--- config.mk ---
export PLATFORM = sky130hd
export DESIGN_NAME = udp_tx_arb
export DESIGN_NICKNAME = d
export VERILOG_FILES = /design/src/rtl/udp_tx_pkg.sv /design/src/rtl/udp_tx_arb_rr.sv /design/src/rtl/udp_tx_arb.sv
export SDC_FILE = /design/constraint.sdc
export NUM_CORES = 1
export LEC_CHECK = 0
export CAP_MARGIN = 10
export CORE_MARGIN = 8
export CORE_UTILIZATION = 40
export DETAILED_ROUTE_END_ITERATION = 10
export DONT_BUFFER_PORTS = 1
export PLACE_DENSITY_LB_ADDON = 0.12
export SKIP_LAST_GASP = 1
export SLEW_MARGIN = 10
export SYNTH_ARGS = -nofsm -noshare
export SYNTH_HDL_FRONTEND = slang
export SYNTH_SLANG_ARGS = --single-unit
--- constraint.sdc ---
create_clock -name clk -period 3.1 [get_ports clk]
set_clock_uncertainty 0.1 [all_clocks]
set_input_delay 0.31 -clock clk [delete_from_list [all_inputs] [get_ports clk]]
set_output_delay 0.31 -clock clk [all_outputs]
set_load 0.1 [all_outputs]
--- src/rtl/udp_tx_pkg.sv ---
// udp_tx_pkg: shared states, defaults and requester indices for the UDP transmit arbiter
package udp_tx_pkg;
  localparam int DEF_LEN_W = 12;
  localparam logic [11:0] DEF_MIN_LEN = 12'd1;
  localparam logic [19:0] DEF_TO_CYC = 20'd125000;
  localparam int REQ_ADC = 0;
  localparam int REQ_CMD = 1;
  typedef enum logic [2:0] {
    IDLE = 3'd0,
    ARB  = 3'd1,
    WAIT = 3'd2,
    SEND = 3'd3,
    DONE = 3'd4,
    REJ  = 3'd5
  } state_t;
endpackage

--- src/rtl/udp_tx_arb_rr.sv ---
// rr_arb2: two-way round-robin grant; the pointer moves past the requester just served
module rr_arb2 (
  input  logic       clk,
  input  logic       rst,
  input  logic [1:0] i_req,
  input  logic       i_adv,
  input  logic       i_idx,
  output logic [1:0] o_gnt
);
  logic r_ptr;
  always_ff @(posedge clk or negedge rst)
    if (!rst) r_ptr <= 1'b0;
    else if (i_adv) r_ptr <= ~i_idx;
  assign o_gnt = r_ptr ? (i_req[1] ? 2'b10 : {1'b0, i_req[0]})
                       : (i_req[0] ? 2'b01 : {i_req[1], 1'b0});
endmodule

--- src/rtl/udp_tx_arb.sv ---
// udp_tx_arb: round-robin scheduler of two packet sources onto the mac UDP transmit path
module udp_tx_arb
  import udp_tx_pkg::*;
#(
  parameter int LEN_W = DEF_LEN_W,
  parameter logic [LEN_W-1:0] MIN_LEN = LEN_W'(DEF_MIN_LEN),
  parameter logic [19:0] TO_CYC = DEF_TO_CYC
) (
  input  logic             clk,
  input  logic             rst,
  input  logic             req0,
  input  logic             req1,
  input  logic [LEN_W-1:0] len0,
  input  logic [LEN_W-1:0] len1,
  output logic             rd_en0,
  output logic             rd_en1,
  input  logic [7:0]       rxd0,
  input  logic [7:0]       rxd1,
  output logic             done0,
  output logic             done1,
  output logic             err0,
  output logic             err1,
  output logic             fs_udp_tx,
  input  logic             fd_udp_tx,
  output logic [LEN_W-1:0] udp_tx_len,
  input  logic             flag_udp_tx_prep,
  input  logic             flag_udp_tx_req,
  input  logic             udp_txen,
  output logic [7:0]       udp_txd,
  output logic [1:0]       gnt,
  output logic [2:0]       so
);
  state_t r_st, w_nxt;
  logic [1:0] r_gnt, w_arb, r_fwd, w_rd;
  logic [LEN_W-1:0] r_len, r_cnt, w_len;
  logic r_fs, w_to, w_end, w_busy;
  assign w_busy = (r_st == WAIT) || (r_st == SEND);
`ifdef UDP_TX_TO_EN
  logic [19:0] r_to;
  assign w_to = w_busy && (r_to == TO_CYC);
  always_ff @(posedge clk or negedge rst)
    if (!rst) r_to <= 20'd0;
    else r_to <= (w_busy && !udp_txen && !w_to) ? r_to + 20'd1 : 20'd0;
`else
  assign w_to = 1'b0;
`endif
  assign w_end = (r_st == DONE) || (r_st == REJ) || w_to;
  rr_arb2 u_rr (
    .clk  (clk),
    .rst  (rst),
    .i_req({req1, req0}),
    .i_adv(w_end),
    .i_idx(r_gnt[REQ_CMD]),
    .o_gnt(w_arb)
  );
  assign w_len = w_arb[REQ_CMD] ? len1 : len0;
  assign w_rd = {2{(r_st == SEND) && udp_txen && (r_cnt < r_len)}} & r_gnt;
  always_comb begin
    w_nxt = r_st;
    unique case (r_st)
      IDLE: w_nxt = (req0 | req1) ? ARB : IDLE;
      ARB:  w_nxt = (w_arb == 2'b00) ? IDLE : (w_len < MIN_LEN) ? REJ : WAIT;
      WAIT: w_nxt = fd_udp_tx ? DONE : w_to ? IDLE : flag_udp_tx_req ? SEND : WAIT;
      SEND: w_nxt = fd_udp_tx ? DONE : w_to ? IDLE : SEND;
      default: w_nxt = IDLE;
    endcase
  end
  always_ff @(posedge clk or negedge rst)
    if (!rst) begin
      r_st  <= IDLE;
      r_gnt <= 2'b00;
      r_len <= '0;
      r_cnt <= '0;
      r_fs  <= 1'b0;
      r_fwd <= 2'b00;
    end else begin
      r_st  <= w_nxt;
      r_fwd <= w_rd;
      r_fs  <= ((w_nxt == WAIT) || (w_nxt == SEND)) && (r_fs || ((r_st == WAIT) && flag_udp_tx_prep));
      if (r_st == ARB) begin
        r_gnt <= w_arb;
        r_len <= w_len;
        r_cnt <= '0;
      end else if (w_nxt == IDLE) r_gnt <= 2'b00;
      if (|w_rd) r_cnt <= r_cnt + LEN_W'(1);
    end
  assign udp_txd    = r_fwd[REQ_ADC] ? rxd0 : r_fwd[REQ_CMD] ? rxd1 : 8'h00;
  assign rd_en0     = w_rd[REQ_ADC];
  assign rd_en1     = w_rd[REQ_CMD];
  assign done0      = w_end && r_gnt[REQ_ADC];
  assign done1      = w_end && r_gnt[REQ_CMD];
  assign err0       = ((r_st == REJ) || w_to) && r_gnt[REQ_ADC];
  assign err1       = ((r_st == REJ) || w_to) && r_gnt[REQ_CMD];
  assign fs_udp_tx  = r_fs && !w_to;
  assign udp_tx_len = r_len;
  assign gnt        = r_gnt;
  assign so         = r_st;
endmodule

==> metrics.cfg, run 1 <==
[outcome]
status=completed

[synthesis]
syn_nets=291
async_reset_ff_share_pct=100
synth_cell_types=48
syn_inst=231
synth_area_per_cell_um2=9.32
synth_ff_type=dfrtp_1
ys_seq_area_share_pct=38.3
synth_seq_cells=33
syn-cell-area_um2=2150
yosys_warnings=0
synth_edf_count=0

[timing]
setup_violations=0
grt_setup_unrepaired=yes
fin_crit_sh_pct=96.3
fin_ws_ps=116
tightest_slew_ps=899
timing.slew.headroom_pct=40.1
slew_viol_final=0
final.min_clock_period_ps=2980
setup_tns_ps=0
clock.fmax_mhz=335
finalHoldViolCount=0

[place]
dp_slack_ps=411
dp_hpwl_mm=4.31
io_buffers=0
place_inst=322
gp_congestion=0.780

[power_and_ir_drop]
p_per_area_nw_per_um2=995
p_leak_nw=1.29
peakVddDrop_v=0.000683
total_power_mw=2.53

[clocking]
cts_resized=0
numCtsBuffers=5
clockBufferDepth=2
cts_tree=yes
cts_sinks=33
clock_latency_ps=280
cts-htree-levels=2
root_buffer=clkbuf_8
clk_pin_slew_worst_paths_ps=70

[setup_path]
rr_startpoint=r_cnt[6]$_DFFE_PN0P_
end_kind=primary output
reg2reg_depth=7
crit_type=reg2out
worstPathMaxFanout=7
r2r_slack_ps=470
required_ps=2690
crit_path_start_kind=flop
cp.arrival_ps=2570
r2r-end=r_cnt[5]$_DFFE_PN0P_

[global_route]
antenna_found_initial=0
grt_pass1_wl_mm=8.63
grt_max_degree=34
globalRouteOverflowTotal=0
grt_pass1_vias=1760
track_usage_pct=14.1

[finish]
num_antenna_cells=0
synthToLayoutAreaGrowth_pct=18.2
final_layout_size_suffix_gt1_share_pct=20.3
nets=321
post-route-util_pct=49.5
stdcell_count=331
fillerInstances=515

[routing]
first_pass_iters=4
antenna_left=0
drtIter0Drc=42
totalWireLength_mm=5.42
viasPerCell=5.38
avgRoutedWirePerCell_um=16.4
num_vias=1780
drc=0

[floorplan]
rows=26
start_util_pct=41.9
coreArea_um2=5140
chipHeight_um=89.4
io_pins=80
die_w_um=89.4
die-area_um2=7990

[worst_hold_path]
hp-start=fd_udp_tx
hold_path_class=in2reg
whs_path_depth=1
hold_end=so[1]$_DFF_PN0_

[flow_run]
drv_cap=0

cell families after synthesis:
group,share of synthesized area [%]
AND/OR/NAND/NOR,21.0
buffers and inverters,6.16
AO/OA/AOI/OAI,17.5
multiplexers,9.24
flip-flops,38.3
XOR/XNOR,0.814
adder cells (fa/ha/maj),6.97
flip-flops by register name (all words and copies together) (netlist names):
name / flops
r_cnt: 12
udp_tx_len: 12
so: 3
gnt: 2
r_fwd: 2
fs_udp_tx: 1
u_rr.r_ptr: 1
worst max-delay path by stage:
stage,from,end,cells after the start
2_1_floorplan,udp_tx_len[6]$_DFFE_PN0N_,rd_en0,7
3_3_place_gp,r_cnt[6]$_DFFE_PN0P_,rd_en0,6
3_5_place_dp,r_cnt[6]$_DFFE_PN0P_,rd_en1,6
4_1_cts,r_cnt[6]$_DFFE_PN0P_,rd_en1,6
5_1_grt,r_cnt[6]$_DFFE_PN0P_,rd_en0,6
6_report,r_cnt[6]$_DFFE_PN0P_,rd_en1,6
cells in the mapped netlist, types with 2 or more instances:
library cell	number	share of area, %
dfrtp_1	33	38
nor2_1	24	4.2
inv_1	17	3.0
mux2i_1	15	7.0
a21oi_1	14	3.3
nand2_1	13	2.3
ha_1	12	7.0
o21ai_0	12	2.8
and3_1	9	2.6
nand3_1	8	1.9
a22o_1	7	2.8
nor4_1	6	1.7
a221o_1	4	1.9
and2_1	4	1.2
buf_2	4	0.93
a21o_1	3	1.0
and3b_1	3	1.2
clkbuf_1	3	0.52
nand2b_1	3	0.87
a211o_1	2	0.81
buf_1	2	0.35
buf_6	2	1.0
nor2b_1	2	0.58
nor3_1	2	0.46
nor3b_1	2	0.70
o21a_1	2	0.70
o22ai_1	2	0.58
metal layers:
metal | GRT usage (%) | part of all wire, %
met1 | 17.1 | 44
met2 | 21.3 | 43
met3 | 6.34 | 12
met4 | 5.44 | 1.4
met5 | 0 | 0
timing repair:
item,4_1_cts,5_1_grt
buffers inserted,0,0
hold endpoints to repair,33,0
endpoints found under the setup margin,0,2
hold buffers,2,0
metrics by stage:
step / hold WS [ps] / cell area, um^2
4_1_cts: 59.2 / 2540
2_1_floorplan: -85.6 / 2160
3_5_place_dp: -84.0 / 2430
3_3_place_gp: -84.0 / 2430
6_report: 69.5 / 2540
5_1_grt: 65.5 / 2540
final cells by class:
class	instances	area, um^2	area share (%)
Multi-Input combinational cell	169	1200	47.3
Sequential cell	33	826	32.4
Inverter	17	63.8	2.51
Tap cell	70	87.6	3.44
Clock buffer	7	86.3	3.39
Timing Repair Buffer	35	278	10.9
critical path: stages, from the launching register on:
cell and delay (ps):
dfrtp_1 450, ha_1 310, and3_1 190, a221o_1 340, nand2_1 80, nor4b_1 360
and2_2 560
power breakdown:
group	switching, mW	internal, mW	total (mW)
sequential	0.0915	0.548	0.639
clock	0.151	0.176	0.327
combinational	1.21	0.358	1.57
placed cells by master (no fill, tap or decap), types with 3 or more instances in the layout:
cell type and instances:
a21o_1 3, a221o_1 4, nand2b_1 3, nand3_1 8
nand2_1 13, o21ai_0 11, inv_1 17, nor2_1 23
dfrtp_1 33, ha_1 12, and3b_1 3, and3_1 9
nor4_1 6, buf_4 33, a21oi_1 14, mux2i_1 15
a22o_1 7, clkbuf_8 6
Power figures use the tool's default switching activity.
==> run 2, diff against run 1 <==
CORE_MARGIN = 1   (was 8)
==> run 2 against run 1 <==
Compared with the run above:
- hold slack better by 1.5 ps
- first-iteration DRC count rose to 3.0 times the previous value
- sequential share of layout area up 0.18 points
- combinational power about the same
- die area down 29%
- clock-buffer cell count up 1
- critical path depth unchanged
- design area down 0.54%
- core utilization down 0.27 points
- clock power down 6%
- register-to-register slack worse by 60 ps
- total power down 1.3%
- largest cell class unchanged
- largest power group unchanged
==> metrics.cfg, run 2 (synthesis results as in run 1) <==
[routing]
antenna_left=0  ; unchanged
avgRoutedWirePerCell_um=14.5  ; -11%
drtIter0Drc=125  ; +200%
first_pass_iters=4  ; unchanged
num_vias=1799  ; +1.1%
viasPerCell=5.44  ; +1.1%
drc=0  ; unchanged
totalWireLength_mm=4.81  ; -11%

[floorplan]
coreArea_um2=5140  ; unchanged
rows=26  ; unchanged
die-area_um2=5680  ; -29%
chipHeight_um=75.4  ; -16%
start_util_pct=41.9  ; unchanged
die_w_um=75.4  ; -16%
io_pins=80  ; unchanged

[clocking]
root_buffer=clkbuf_8
clock_latency_ps=280  ; about the same
numCtsBuffers=5  ; unchanged
cts_tree=yes
cts-htree-levels=2  ; unchanged
clk_pin_slew_worst_paths_ps=60  ; about the same
cts_resized=0  ; unchanged
cts_sinks=33  ; unchanged
postCtsSetupBuffers=0  ; unchanged
clockBufferDepth=2  ; unchanged

[setup_path]
crit_path_start_kind=flop
worstPathMaxFanout=4  ; -3
rr_startpoint=r_cnt[10]$_DFFE_PN0P_
r2r_slack_ps=410  ; -60 ps
r2r-end=r_cnt[6]$_DFFE_PN0P_
cp.arrival_ps=2590  ; +20 ps
endpoint=rd_en1
end_kind=primary output
cp-startpoint=r_cnt[10]$_DFFE_PN0P_
crit_type=reg2out
required_ps=2690  ; about the same
reg2reg_depth=7  ; unchanged

[global_route]
track_usage_pct=18.5  ; +4.4 points
grt_pass1_vias=1724  ; -2.0%
grt_pass1_wl_mm=7.74  ; -10%
globalRouteOverflowTotal=0  ; unchanged
antenna_found_initial=0  ; unchanged
grt_max_degree=34  ; unchanged

[power_and_ir_drop]
total_power_mw=2.50  ; -1.3%
peakVddDrop_v=0.000464  ; -32%
p_leak_nw=1.27  ; -0.80%
p_per_area_nw_per_um2=988  ; -0.76%

[timing]
grt_setup_unrepaired=yes
slew_viol_final=0  ; unchanged
setup_tns_ps=0  ; unchanged
fin_crit_sh_pct=96.8  ; +0.50 points
tightest_slew_ps=904  ; +4.97 ps
finalHoldViolCount=0  ; unchanged
timing.slew.headroom_pct=39.7  ; -0.33 points
clock.fmax_mhz=333  ; -0.52%
final.min_clock_period_ps=3000  ; +15.5 ps
setup_violations=0  ; unchanged

[place]
gp_congestion=0.778  ; -0.23%
io_buffers=0  ; unchanged
dp_hpwl_mm=3.65  ; -15%

[worst_hold_path]
hold_path_class=in2reg

[finish]
nets=320  ; -0.31%
regArea_um2=826  ; unchanged
num_antenna_cells=0  ; unchanged
final_layout_size_suffix_gt1_share_pct=19.5  ; -0.77 points
final_cell_mix=33 x dfrtp_1, 32 x buf_4, 23 x nor2_1
fillerInstances=512  ; -0.58%
layout_commonest_cell=dfrtp_1
multi_input_comb_area_um2=1200  ; unchanged
synthToLayoutAreaGrowth_pct=17.5

[flow_run]
drv_cap=0  ; unchanged

[outcome]
status=completed

[run 2: cell count changes in the layout (fill, tap and decap cells not counted)]
cell      delta
buf_4        -1
clkbuf_1     +2
clkbuf_8     -1
[run 2: area by class of cell]
type	count	share of cell area [%]
clock buffer	8	3.16
inverter	17	2.52
multi-input combinational	169	47.6
sequential	33	32.6
tap	70	3.46
timing repair buffer	34	10.7
[run 2: through the flow]
stage / instances / area, um^2 / setup WS (ps) / hold WS, ps / util (%)
after global placement: 321 / 2420 / 336 / -83.9 / 47.1
final: 331 / 2530 / 101 / 71.0 / 49.2
after global routing: 331 / 2530 / -23.3 / 70.9 / 49.2
after CTS: 331 / 2530 / 69.5 / 62.9 / 49.2
after detailed placement: 321 / 2420 / 412 / -83.9 / 47.1
after floorplan: 231 / 2160 / 16.3 / -85.6 / -
[run 2: repair_timing]
| item | in CTS | in global routing |
|---|---|---|
| hold endpoints to repair | 33 | 0 |
| setup endpoints to repair | 0 | 2 |
| hold buffers | 2 | 0 |
[run 2: report_power, final]
group          switching (mW)  leakage, nW  internal (mW)  total, mW
combinational            1.18        0.822          0.358       1.54
sequential              0.107        0.414          0.548      0.654
clock                   0.148       0.0395          0.159      0.308
[run 2: worst max-delay path: stages (launching register included)]
cell     delay, ps
dfrtp_1        430
ha_1           320
a21o_1         180
o21ai_0        260
o31ai_2        140
nor4b_1        420
and2_2         560
[run 2: how the worst min path moves through the flow]
stage,start,slack [ps],end,depth (start not counted)
finish,fd_udp_tx,70,so[1]$_DFF_PN0_,1
global route,fd_udp_tx,70,so[1]$_DFF_PN0_,1
CTS,fd_udp_tx,60,so[1]$_DFF_PN0_,1
detailed placement,rst,-80,r_fwd[0]$_DFF_PN0_,0
global placement,rst,-80,r_fwd[0]$_DFF_PN0_,0
floorplan,rst,-90,fs_udp_tx$_DFF_PN0_,0
[run 2: metal layers]
| layer | share of wire, % | up-vias | GRT usage [%] |
|---|---|---|---|
| li1 | - | 884 | - |
| met1 | 48 | 850 | 25.8 |
| met2 | 46 | 60 | 28.4 |
| met3 | 5.5 | 5 | 4.63 |
| met4 | 1.2 | 0 | 5.56 |
| met5 | 0 | - | 0 |
==> run 3, diff against run 2 <==
CORE_UTILIZATION = 60   (was 40)
HOLD_SLACK_MARGIN = 0.12   (was default)
clock period = 3.85 ns   (was 3.1 ns; I/O delays follow)
==> run 3 against run 2 <==
Compared with the run above:
- core utilization is 22 points higher
- sequential power is 22% lower
- cell count is 9.1% lower
- highest routed layer unchanged
- non-clock buffer count is 6 lower
- hold slack better by 68 ps
- sequential share of layout area is 1.4 points higher
- critical endpoint is now rd_en0
- setup slack better by 470 ps
- design area is 4.1% lower
- critical path depth is 3 higher
- clock-buffer cell count is 2 lower
- via count is 0.67% higher
==> metrics.cfg, run 3 (synthesis results as in run 1) <==
[setup_path]
crit_type=reg2out
cp_top_family=simple AND/OR/NAND/NOR gates
cp.arrival_ps=2790  ; +200 ps
max_stage_delay_ps=460  ; -100 ps
crit_buf_inv=3  ; +3
crit_slowest_cell=nor4b_1
path_cells=buf_4 -> inv_1 -> ha_1 -> and3_1 -> o21ai_0 -> o31ai_2 -> nor4b_1 -> and2_1 -> buf_4
crit_path_start_kind=flop
required_ps=3370  ; +680 ps
end_kind=primary output
cp_common_cell=buf_4
worstPathMaxFanout=3  ; -1

[routing]
drtIter0Drc=55  ; -56%
drc=0  ; unchanged
first_pass_iters=4  ; unchanged
viasPerCell=6.02  ; +11%
totalWireLength_mm=4.97  ; +3.3%
num_vias=1811  ; +0.67%
avgRoutedWirePerCell_um=16.5  ; +14%
antenna_left=0  ; unchanged

[timing]
final.min_clock_period_ps=3280
finalHoldViolCount=0  ; unchanged
setup_violations=0  ; unchanged
setup_tns_ps=0  ; unchanged
fin_crit_sh_pct=85.2
tightest_slew_ps=1080  ; +176 ps
grt_setup_unrepaired=no
timing.slew.headroom_pct=28.0  ; -12 points
slew_viol_final=0  ; unchanged
holdWs_ps=139  ; +68.3 ps
clock.fmax_mhz=305

[finish]
synthToLayoutAreaGrowth_pct=12.7
stdcell_count=301  ; -9.1%
post-route-util_pct=71.6  ; +22 points
num_antenna_cells=0  ; unchanged
layout_commonest_cell=dfrtp_1
final_layout_size_suffix_gt1_share_pct=16.5  ; -3.1 points
nets=314  ; -1.9%
final_cell_mix=33 x dfrtp_1, 24 x nor2_1, 24 x buf_4

[floorplan]
die_w_um=61.9  ; -18%
start_util_pct=63.5  ; +22 points
die-area_um2=3830  ; -33%
chipHeight_um=61.9  ; -18%
rows=21  ; -19%
io_pins=80  ; unchanged
coreArea_um2=3390  ; -34%

[clocking]
numCtsBuffers=5  ; unchanged
cts_tree=yes
postCtsHoldBufs=4  ; +2
clock_latency_ps=340  ; +60 ps
postCtsSetupBuffers=0  ; unchanged
cts_resized=0  ; unchanged
clk_pin_slew_worst_paths_ps=100  ; +40 ps
cts_sinks=33  ; unchanged
root_buffer=clkbuf_4
clockBufferDepth=2  ; unchanged
cts-htree-levels=2  ; unchanged

[power_and_ir_drop]
p_leak_nw=1.23  ; -3.5%
p_per_area_nw_per_um2=806  ; -18%
peakVddDrop_v=0.000611  ; +32%

[place]
io_buffers=0  ; unchanged
place_inst=289  ; -10%
dp_hpwl_mm=3.86  ; +5.8%
gp_congestion=0.829  ; +6.5%

[global_route]
grt_pass1_vias=1851  ; +7.4%
grt_max_degree=34  ; unchanged
track_usage_pct=28.4  ; +9.9 points
antenna_found_initial=0  ; unchanged
globalRouteOverflowTotal=0  ; unchanged
grt_pass1_wl_mm=7.74  ; unchanged

[worst_hold_path]
hold_path_class=in2reg

[flow_run]
drv_cap=0  ; unchanged

[outcome]
status=completed

## run 3: final timing paths
| check | from | slack [ps] | end | depth (start not counted) |
|---|---|---|---|---|
| max in group asynchronous | rst | 3090 | r_cnt[3]$_DFFE_PN0P_ | 2 |
| max reg2reg | udp_tx_len[8]$_DFFE_PN0N_ | 840 | r_cnt[4]$_DFFE_PN0P_ | 9 |
| max | udp_tx_len[8]$_DFFE_PN0N_ | 570 | rd_en0 | 9 |
| min in group asynchronous | rst | 380 | gnt[0]$_DFFE_PN0P_ | 2 |
| min | req1 | 140 | gnt[0]$_DFFE_PN0P_ | 3 |
| min reg2reg | u_rr.r_ptr$_DFFE_PN0N_ | 460 | u_rr.r_ptr$_DFFE_PN0N_ | 2 |
## run 3: metal layers
layer,vias up,part of all wire [%],track usage [%]
met5,-,0,0
met4,0,1.2,7.30
met3,7,5.2,7.66
met2,69,53,51.6
met1,862,41,32.9
li1,873,-,-
## run 3: area by class of cell
| type | count | area [um^2] |
|---|---|---|
| sequential | 33 | 826 |
| tap | 46 | 57.6 |
| timing repair buffer | 28 | 230 |
| multi-input combinational | 169 | 1200 |
| clock inverter | 2 | 10.0 |
| inverter | 17 | 63.8 |
| clock buffer | 6 | 41.3 |
| fill | 258 | 962 |
## run 3: worst min-delay path: stages
cell      delay (ps)
nand2_1           30
nand2_1           60
a221oi_1          60
## run 3: through the flow
step                cell area [um^2]  power [mW]  setup slack, ps
floorplan                       2150        1.53              403
global placement                2330        1.72             1090
detailed placement              2330        1.76              896
CTS                             2430        1.96              601
global route                    2430        2.06              420
finish                          2430        1.96              571
## run 3: where the power goes
group	switching [mW]	total, mW	leakage [nW]	internal (mW)
logic	0.977	1.26	0.785	0.281
registers	0.0699	0.510	0.414	0.440
clock network	0.120	0.189	0.0320	0.0695
total	1.17	1.96	1.23	0.791
